File: config.mk
export PLATFORM = sky130hd
export DESIGN_NAME = note_sequencer_flat
export DESIGN_NICKNAME = d
export VERILOG_FILES = /design/src/rtl/music_pkg.sv /design/src/rtl/note_sequencer_if.sv /design/src/rtl/song_rom.sv /design/src/rtl/note_sequencer.sv /design/src/flat_wrapper.sv
export SDC_FILE = /design/constraint.sdc
export NUM_CORES = 1
export LEC_CHECK = 0
export CORE_ASPECT_RATIO = 1.2
export CORE_MARGIN = 2
export CORE_UTILIZATION = 45
export DETAILED_ROUTE_END_ITERATION = 8
export PLACE_DENSITY = 0.63
export SYNTH_ARGS = -nofsm -noshare
export SYNTH_HDL_FRONTEND = slang
export SYNTH_SLANG_ARGS = --single-unit
File: constraint.sdc
create_clock -name clk -period 7.1 [get_ports clk]
set_clock_uncertainty 0.1 [all_clocks]
set_input_delay 1.42 -clock clk [delete_from_list [all_inputs] [get_ports clk]]
set_output_delay 1.42 -clock clk [all_outputs]
set_load 0.05 [all_outputs]
File: src/rtl/music_pkg.sv
`default_nettype none
// ============================================================================
//  Module      : music_pkg
//  Description : Shared types, entry field layout, end-marker rule, note table
//                and song contents for the note sequencer.
//  Revision    : 1.0 - initial release
// ============================================================================
package music_pkg;

    typedef enum logic [2:0] {
        ST_IDLE  = 3'd0,
        ST_FETCH = 3'd1,
        ST_LOAD  = 3'd2,
        ST_PLAY  = 3'd3,
        ST_PAUSE = 3'd4
    } seq_state_t;

    localparam int ENTRY_W  = 16;
    localparam int ADDR_W   = 8;
    localparam int POS_W    = 6;
    localparam int HZ_W     = 12;
    localparam int NOTE_MSB = 15;
    localparam int NOTE_LSB = 10;
    localparam int DUR_MSB  = 9;
    localparam int DUR_LSB  = 4;

    function automatic logic [5:0] entry_note(input logic [ENTRY_W-1:0] e);
        return e[NOTE_MSB:NOTE_LSB];
    endfunction

    function automatic logic [5:0] entry_dur(input logic [ENTRY_W-1:0] e);
        return e[DUR_MSB:DUR_LSB];
    endfunction

    function automatic logic is_end(input logic [ENTRY_W-1:0] e);
        return entry_dur(e) == 6'd0;
    endfunction

    // C3..B6 equal-tempered (A4 = code 22 = 440 Hz), rounded to nearest Hz
    function automatic logic [HZ_W-1:0] note_hz(input logic [5:0] code);
        logic [HZ_W-1:0] hz;
        case (code)
            6'd1:  hz = 12'd131;  6'd2:  hz = 12'd139;  6'd3:  hz = 12'd147;  6'd4:  hz = 12'd156;
            6'd5:  hz = 12'd165;  6'd6:  hz = 12'd175;  6'd7:  hz = 12'd185;  6'd8:  hz = 12'd196;
            6'd9:  hz = 12'd208;  6'd10: hz = 12'd220;  6'd11: hz = 12'd233;  6'd12: hz = 12'd247;
            6'd13: hz = 12'd262;  6'd14: hz = 12'd277;  6'd15: hz = 12'd294;  6'd16: hz = 12'd311;
            6'd17: hz = 12'd330;  6'd18: hz = 12'd349;  6'd19: hz = 12'd370;  6'd20: hz = 12'd392;
            6'd21: hz = 12'd415;  6'd22: hz = 12'd440;  6'd23: hz = 12'd466;  6'd24: hz = 12'd494;
            6'd25: hz = 12'd523;  6'd26: hz = 12'd554;  6'd27: hz = 12'd587;  6'd28: hz = 12'd622;
            6'd29: hz = 12'd659;  6'd30: hz = 12'd698;  6'd31: hz = 12'd740;  6'd32: hz = 12'd784;
            6'd33: hz = 12'd831;  6'd34: hz = 12'd880;  6'd35: hz = 12'd932;  6'd36: hz = 12'd988;
            6'd37: hz = 12'd1047; 6'd38: hz = 12'd1109; 6'd39: hz = 12'd1175; 6'd40: hz = 12'd1245;
            6'd41: hz = 12'd1319; 6'd42: hz = 12'd1397; 6'd43: hz = 12'd1480; 6'd44: hz = 12'd1568;
            6'd45: hz = 12'd1661; 6'd46: hz = 12'd1760; 6'd47: hz = 12'd1865; 6'd48: hz = 12'd1976;
            default: hz = 12'd0;
        endcase
        return hz;
    endfunction

    function automatic logic [ENTRY_W-1:0] make_entry(input logic [5:0] note, input logic [5:0] dur);
        return {note, dur, 4'hF};
    endfunction

    // Unlisted words are zero, which reads as an end marker
    function automatic logic [ENTRY_W-1:0] song_word(input logic [ADDR_W-1:0] addr);
        logic [ENTRY_W-1:0] w;
        case (addr)
            8'h00:   w = make_entry(6'd22, 6'd3);
            8'h40:   w = make_entry(6'd13, 6'd1);
            8'h41:   w = make_entry(6'd17, 6'd1);
            8'hC0:   w = make_entry(6'd0,  6'd2);
            8'hC1:   w = make_entry(6'd10, 6'd1);
            8'hC2:   w = make_entry(6'd22, 6'd0);
            default: w = '0;
        endcase
        return w;
    endfunction

endpackage
`default_nettype wire

File: src/rtl/note_sequencer_if.sv
`default_nettype none
// ============================================================================
//  Module      : note_sequencer_if
//  Description : Transport controls and tone/status outputs of the sequencer.
//  Revision    : 1.0 - initial release
// ============================================================================
interface note_sequencer_if;
    import music_pkg::*;

    logic              play;
    logic              pause;
    logic              stop;
    logic              loop;
    logic [1:0]        song_sel;
    logic [1:0]        tempo_sel;
    logic [HZ_W-1:0]   hz_next;
    logic [5:0]        note_idx;
    logic              playing;
    logic              done;

    modport master (
        output play, pause, stop, loop, song_sel, tempo_sel,
        input  hz_next, note_idx, playing, done
    );

    modport slave (
        input  play, pause, stop, loop, song_sel, tempo_sel,
        output hz_next, note_idx, playing, done
    );
endinterface
`default_nettype wire

File: src/rtl/song_rom.sv
`default_nettype none
// ============================================================================
//  Module      : song_rom
//  Description : 4 songs x 64 entries x 16 bit, synchronous read, 1-cycle latency.
//  Revision    : 1.0 - initial release
// ============================================================================
module song_rom
    import music_pkg::*;
(
    input  logic               clk,
    input  logic [ADDR_W-1:0]  i_addr,
    output logic [ENTRY_W-1:0] o_data
);
    logic [ENTRY_W-1:0] data_q;

    always_ff @(posedge clk) begin
        data_q <= song_word(i_addr);
    end

    assign o_data = data_q;
endmodule
`default_nettype wire

File: src/rtl/note_sequencer.sv
`default_nettype none
// ============================================================================
//  Module      : note_sequencer
//  Description : Steps through a stored song and requests one tone per entry.
//  Revision    : 1.0 - initial release
// ============================================================================
module note_sequencer
    import music_pkg::*;
#(
    parameter int CLK_HZ   = 100_000_000,
    parameter int UNIT_CYC = 12_500_000,
    parameter int GAP_CYC  = 1_000_000
) (
    input  logic             clk,
    input  logic             rst_n,
    note_sequencer_if.slave  bus
);
    localparam int          CNT_W = $clog2(63 * 2 * UNIT_CYC + 1);
    localparam logic [63:0] GAP_L = 64'(GAP_CYC);

    if (UNIT_CYC < 2 || GAP_CYC < 0 || CLK_HZ < UNIT_CYC) begin : g_param_check
        $error("note_sequencer: inconsistent timing parameters");
    end

    seq_state_t         state_q, state_d, resume_q, resume_d;
    logic [1:0]         song_q, song_d;
    logic [POS_W-1:0]   pos_q, pos_d;
    logic [CNT_W-1:0]   cnt_q, cnt_d;
    logic [5:0]         note_idx_q, note_idx_d;
    logic [HZ_W-1:0]    hz_next_q, hz_next_d;
    logic               playing_q, playing_d;
    logic               done_q, done_d;
    logic [CNT_W-1:0]   w_unit;
    logic [ENTRY_W-1:0] w_rom_data;

    song_rom u_rom (
        .clk    (clk),
        .i_addr ({song_q, pos_q}),
        .o_data (w_rom_data)
    );

    always_comb begin
        case (bus.tempo_sel)
            2'b01:   w_unit = CNT_W'(UNIT_CYC / 2);
            2'b10:   w_unit = CNT_W'(UNIT_CYC * 2);
            default: w_unit = CNT_W'(UNIT_CYC);
        endcase
    end

    always_comb begin
        state_d    = state_q;
        resume_d   = resume_q;
        song_d     = song_q;
        pos_d      = pos_q;
        cnt_d      = cnt_q;
        note_idx_d = note_idx_q;
        done_d     = 1'b0;

        if (bus.stop) begin
            state_d    = ST_IDLE;
            pos_d      = '0;
            cnt_d      = '0;
            note_idx_d = '0;
        end else begin
            case (state_q)
                ST_IDLE: begin
                    if (bus.play && !bus.pause) begin
                        state_d = ST_FETCH;
                        song_d  = bus.song_sel;
                        pos_d   = '0;
                    end
                end
                ST_FETCH: state_d = ST_LOAD;
                ST_LOAD: begin
                    if (is_end(w_rom_data)) begin
                        pos_d = '0;
                        if (bus.loop) begin
                            state_d = ST_FETCH;
                        end else begin
                            state_d    = ST_IDLE;
                            done_d     = 1'b1;
                            note_idx_d = '0;
                        end
                    end else begin
                        state_d    = ST_PLAY;
                        note_idx_d = entry_note(w_rom_data);
                        cnt_d      = CNT_W'(entry_dur(w_rom_data)) * w_unit;
                    end
                end
                ST_PLAY: begin
                    cnt_d = cnt_q - CNT_W'(1);
                    if (cnt_q == CNT_W'(1)) begin
                        state_d = ST_FETCH;
                        pos_d   = pos_q + POS_W'(1);
                    end
                end
                ST_PAUSE: begin
                    if (bus.play) state_d = resume_q;
                end
                default: state_d = ST_IDLE;
            endcase

            // The pausing PLAY cycle still counts as elapsed, so the note keeps
            // its exact length; FETCH/LOAD drop their read and redo it on resume.
            if (bus.pause && state_q inside {ST_FETCH, ST_LOAD, ST_PLAY}) begin
                resume_d = (state_q == ST_PLAY) ? state_d : ST_FETCH;
                state_d  = ST_PAUSE;
                if (state_q != ST_PLAY) begin
                    pos_d      = pos_q;
                    cnt_d      = cnt_q;
                    note_idx_d = note_idx_q;
                    done_d     = 1'b0;
                end
            end
        end

        playing_d = state_d inside {ST_FETCH, ST_LOAD, ST_PLAY};
        hz_next_d = (state_d == ST_PLAY && 64'(cnt_d) > GAP_L) ? note_hz(note_idx_d) : '0;
    end

    always_ff @(posedge clk) begin
        if (!rst_n) begin
            state_q    <= ST_IDLE;
            resume_q   <= ST_IDLE;
            song_q     <= '0;
            pos_q      <= '0;
            cnt_q      <= '0;
            note_idx_q <= '0;
            hz_next_q  <= '0;
            playing_q  <= 1'b0;
            done_q     <= 1'b0;
        end else begin
            state_q    <= state_d;
            resume_q   <= resume_d;
            song_q     <= song_d;
            pos_q      <= pos_d;
            cnt_q      <= cnt_d;
            note_idx_q <= note_idx_d;
            hz_next_q  <= hz_next_d;
            playing_q  <= playing_d;
            done_q     <= done_d;
        end
    end

    assign bus.hz_next  = hz_next_q;
    assign bus.note_idx = note_idx_q;
    assign bus.playing  = playing_q;
    assign bus.done     = done_q;
endmodule
`default_nettype wire

File: src/flat_wrapper.sv
// flat-port wrapper written by rule: the top's interface ports become plain ports
module note_sequencer_flat import music_pkg::*;
#(
    parameter int CLK_HZ   = 100_000_000,
    parameter int UNIT_CYC = 12_500_000,
    parameter int GAP_CYC  = 1_000_000
)
  (clk, rst_n, bus_play, bus_pause, bus_stop, bus_loop, bus_song_sel, bus_tempo_sel, bus_hz_next, bus_note_idx, bus_playing, bus_done);
  note_sequencer_if bus_i ();
  input  logic clk;
  input  logic rst_n;
  input wire logic [$bits(bus_i.play)-1:0] bus_play;
  input wire logic [$bits(bus_i.pause)-1:0] bus_pause;
  input wire logic [$bits(bus_i.stop)-1:0] bus_stop;
  input wire logic [$bits(bus_i.loop)-1:0] bus_loop;
  input wire logic [$bits(bus_i.song_sel)-1:0] bus_song_sel;
  input wire logic [$bits(bus_i.tempo_sel)-1:0] bus_tempo_sel;
  output wire logic [$bits(bus_i.hz_next)-1:0] bus_hz_next;
  output wire logic [$bits(bus_i.note_idx)-1:0] bus_note_idx;
  output wire logic [$bits(bus_i.playing)-1:0] bus_playing;
  output wire logic [$bits(bus_i.done)-1:0] bus_done;
  assign bus_i.play = bus_play;
  assign bus_i.pause = bus_pause;
  assign bus_i.stop = bus_stop;
  assign bus_i.loop = bus_loop;
  assign bus_i.song_sel = bus_song_sel;
  assign bus_i.tempo_sel = bus_tempo_sel;
  assign bus_hz_next = bus_i.hz_next;
  assign bus_note_idx = bus_i.note_idx;
  assign bus_playing = bus_i.playing;
  assign bus_done = bus_i.done;
  note_sequencer #(.CLK_HZ(CLK_HZ), .UNIT_CYC(UNIT_CYC), .GAP_CYC(GAP_CYC)) u_core (.clk(clk), .rst_n(rst_n), .bus(bus_i));
endmodule
==> out/qor.csv <==
stage,metric,value,unit
global_routing,grt_pass1_vias,6598,
clock_network,htree_num_levels,3,
clock_network,clk_pin_slew,0.06,ns
route,drtIter0Drc,662,
clock_network,cts_root_buffer,clkbuf_16,
setup_path,crit_required,7.21,ns
synth,syn_area,6430,µm²
power_and_ir_drop,power_density,166,nW/µm²
synth,synth-simple-area-share,30.6,%
die,die_x,113,µm
placed_design,dp_hpwl,16800,µm
status,status,"finished, final reports clean",
finish,diodes,0,
die,ios,30,
timing,setup_violations,0,
worst_hold_path,min_path_cells,2,
timing,finalMaxSlewViolations,0,
timing,hold_viol,0,
finish,final_cell_count_no_fill,1040,
synth,synth_top_family_by_area,simple AND/OR/NAND/NOR gates,
synth,synth-seq-area-share,22.1,%
timing,rsz0062_at_grt,false,
power_and_ir_drop,power,0.00118,W
synth,avgSynthCellArea,7.43,µm²
finish,nets,922,
setup_path,cp.arrival,6.14,ns
global_routing,antenna_found_initial,0,
clock_network,cts_made_buffers,9,
synth,postSynth.asyncResetShare,0,%
power_and_ir_drop,vdd_drop_max,0.000148,V
die,die_h,135,µm
worst_hold_path,hold_class,reg -> reg,
clock_network,clkSinkCount,71,
route,dr.pass1.iters,5,
synth,synth_mux_area_share,2.59,%
global_routing,grt_max_degree,36,
clock_network,ctsResizeCount,0,
finish,area_delta_synth_final,10.7,%
route,ant_nets,0,
synth,synthesis.instances,865,
synth,synth_xor_area_share,2.32,%
route,drc,0,
finish,drive_gt1_share,7.71,%
placed_design,dp.cells,1024,
die,dieArea,15300,µm²
global_routing,grt_use_total,29.1,%
timing,period_needed,6.03,ns
setup_path,path_max_fanout,11,
route,wirelength,22000,µm
clock_network,cts_tree,yes,
route,viasPerCell,6.54,
setup_path,reg2reg_from,u_core.u_rom.o_data[4]$_DFF_P_,
timing,fin_crit_sh,85.0,%
flow_run,cap_violations,0,
synth,ys_warn_count,0,
setup_path,r2r-end,u_core.bus.hz_next[5]$_SDFF_PN0_,
finish,utilization,51.3,%
synth,synth-edff-count,0,
global_routing,grt_overflow,0,
setup_path,r2r_cells,13,
clock_network,worst_skew_pair.late_latency,0.34,ns
power_and_ir_drop,clock_power_share,40.5,%
power_and_ir_drop,p_sw_share,32.7,%
synth,synth_fa_ha_area_share,9.62,%
die,start_util,46.3,%
die,rows,47,
synth,synth-compound-area-share,27.6,%
power_and_ir_drop,pwr-share-seq,34.6,%
power_and_ir_drop,leakagePower,2.77,nW
synth,ys_ff_latch,71,
power_and_ir_drop,switchingPower,0.000387,W
clock_network,cts_buffer_depth,2,
clock_network,cts_setup_buffers,0,
timing,timing.fmax,166,MHz
setup_path,startpoint_type,input port,
placed_design,gp_congestion,0.899,
worst_hold_path,hold_start,u_core.resume_q[2]$_SDFFE_PN0P_,
route,via_count,6800,
worst_hold_path,min_to,u_core.resume_q[2]$_SDFFE_PN0P_,
finish,nFillCells,1364,
die,core,13900,µm²
synth,synth_top_flop_cell,dfxtp_1,
synth,synth_cell_type_count,86,
placed_design,portBuffers,28,
setup_path,critical_path_class,in -> reg,
global_routing,grt_pass1_wl,35300,µm
power_and_ir_drop,p_int,0.000797,W
route,wl_per_cell,21.2,µm
timing,tns,0,ns
clock_network,postCtsHoldBufs,0,
setup_path,cp-end-kind,flop,
timing,relSlewSlack,29.2,%
setup_path,r2r_setup_slack,1.98,ns
power_and_ir_drop,combPwrFrac,24.9,%
timing,tightest_slew,1.06,ns
==> state kept, by name, indices dropped and copies added (netlist names) <==
| signal | cells |
|---|---|
| u_core.bus.done | 1 |
| u_core.bus.hz_next | 11 |
| u_core.bus.note_idx | 6 |
| u_core.bus.playing | 1 |
| u_core.cnt_q | 31 |
| u_core.pos_q | 6 |
| u_core.resume_q | 3 |
| u_core.song_q | 2 |
| u_core.state_q | 3 |
| u_core.u_rom.o_data | 7 |
==> synthesized netlist by cell type, drive strengths merged (7+ instances only) <==
| cell | count | area share [%] |
|---|---|---|
| nor2 | 99 | 5.9 |
| dfxtp | 71 | 22 |
| nand2 | 68 | 4.0 |
| a21oi | 64 | 5.2 |
| o21ai | 51 | 4.0 |
| ha | 47 | 9.1 |
| clkbuf | 46 | 2.7 |
| inv | 27 | 1.6 |
| nor3 | 26 | 2.0 |
| nand3 | 24 | 1.9 |
| nor4 | 21 | 2.7 |
| nor2b | 19 | 1.8 |
| and2 | 18 | 1.8 |
| o211ai | 17 | 2.0 |
| a31oi | 14 | 1.4 |
| or3 | 14 | 1.4 |
| nand2b | 13 | 1.3 |
| nand4 | 13 | 1.3 |
| mux2i | 11 | 1.7 |
| a211oi | 10 | 1.2 |
| and3 | 10 | 0.97 |
| buf | 10 | 0.88 |
| xnor2 | 10 | 1.4 |
| a21o | 9 | 1.1 |
| or2 | 9 | 0.88 |
| a22oi | 8 | 0.93 |
| a311oi | 8 | 1.1 |
| or4 | 8 | 0.99 |
| xor2 | 7 | 0.95 |
==> through the flow <==
stage / setup WS, ns / hold WS (ns) / area [µm²]
final: 1.07 / 0.329 / 7110
after global routing: 0.804 / 0.364 / 7110
after CTS: 1.08 / 0.332 / 7110
after detailed placement: 0.756 / 0.322 / 6800
after global placement: 0.850 / 0.317 / 6800
after floorplan: 1.83 / 0.305 / 6440
==> layout by cell type, fill, tap and decap left out, types with 10 or more instances in the layout <==
| master | n |
|---|---|
| nor2_1 | 97 |
| dfxtp_1 | 71 |
| nand2_1 | 68 |
| a21oi_1 | 61 |
| o21ai_0 | 49 |
| ha_1 | 47 |
| clkdlybuf4s50_1 | 28 |
| inv_1 | 27 |
| nor3_1 | 26 |
| nand3_1 | 23 |
| nor2b_1 | 19 |
| and2_1 | 18 |
| nor4_1 | 17 |
| o211ai_1 | 17 |
| or3_1 | 14 |
| a31oi_1 | 14 |
| nand2b_1 | 13 |
| nand4_1 | 13 |
| buf_4 | 13 |
| mux2i_1 | 11 |
| and3_1 | 10 |
| xnor2_1 | 10 |
| a211oi_1 | 10 |
==> logic make-up (layout without fill, tap and decap cells) <==
group / after synthesis / in the layout
muxes: 16 / 16
buffers and inverters: 83 / 84
xor gates and xnor gates: 17 / 17
DFF: 71 / 71
AOI/OAI and AO/OA: 259 / 259
adders and majority gates: 49 / 49
and+or+nand+nor: 369 / 369
other: 1 / 4
==> cell type report <==
class | instances | area (µm²) | share of cell area, %
Multi-Input combinational cell | 714 | 4690 | 65.9
Timing Repair Buffer | 41 | 378 | 5.31
Clock buffer | 10 | 239 | 3.36
Clock inverter | 6 | 72.6 | 1.02
Tap cell | 171 | 214 | 3.01
Sequential cell | 71 | 1420 | 20.0
Inverter | 27 | 101 | 1.42
==> worst max path at each step <==
stage / to / start / depth (start not counted)
floorplan: u_core.bus.hz_next[3]$_SDFF_PN0_ / bus_tempo_sel[0] / 18
global placement: u_core.bus.hz_next[5]$_SDFF_PN0_ / bus_tempo_sel[0] / 16
detailed placement: u_core.bus.hz_next[5]$_SDFF_PN0_ / bus_tempo_sel[0] / 18
CTS: u_core.bus.hz_next[5]$_SDFF_PN0_ / bus_tempo_sel[0] / 18
global route: u_core.bus.hz_next[5]$_SDFF_PN0_ / bus_tempo_sel[1] / 15
finish: u_core.bus.hz_next[5]$_SDFF_PN0_ / bus_tempo_sel[0] / 16
==> layer usage <==
layer  vias to the layer above  GRT usage (%)  part of all wire, %
li1                       3232              -                    -
met1                      3236           33.9                   39
met2                       262           52.5                   51
met3                        70           3.37                  5.3
met4                         0           14.4                  4.5
met5                         -              0                    0
==> worst max-delay path, cell delays in order <==
cell and delay (ns):
clkdlybuf4s50_1 0.51, inv_1 0.07, ha_1 0.42, mux2_2 0.41, ha_1 0.29, ha_1 0.40, inv_1 0.28, a311o_1 0.17
a31oi_1 0.10, or4_4 0.53, a221o_1 0.33, nor4b_1 0.46, o211ai_1 0.17, o31ai_2 0.25, buf_4 0.26, nor3_1 0.07
==> power by group through the flow <==
| stage | clock network, W | registers, W | logic [W] |
|---|---|---|---|
| after floorplan | 0 | 0.000414 | 0.000208 |
| after global placement | 0 | 0.000418 | 0.000284 |
| after detailed placement | 0 | 0.000419 | 0.000287 |
| after CTS | 0.000485 | 0.000410 | 0.000289 |
| after global routing | 0.000504 | 0.000411 | 0.000322 |
| final | 0.000479 | 0.000410 | 0.000295 |
Note: power is estimated with default switching activity, not from simulation.
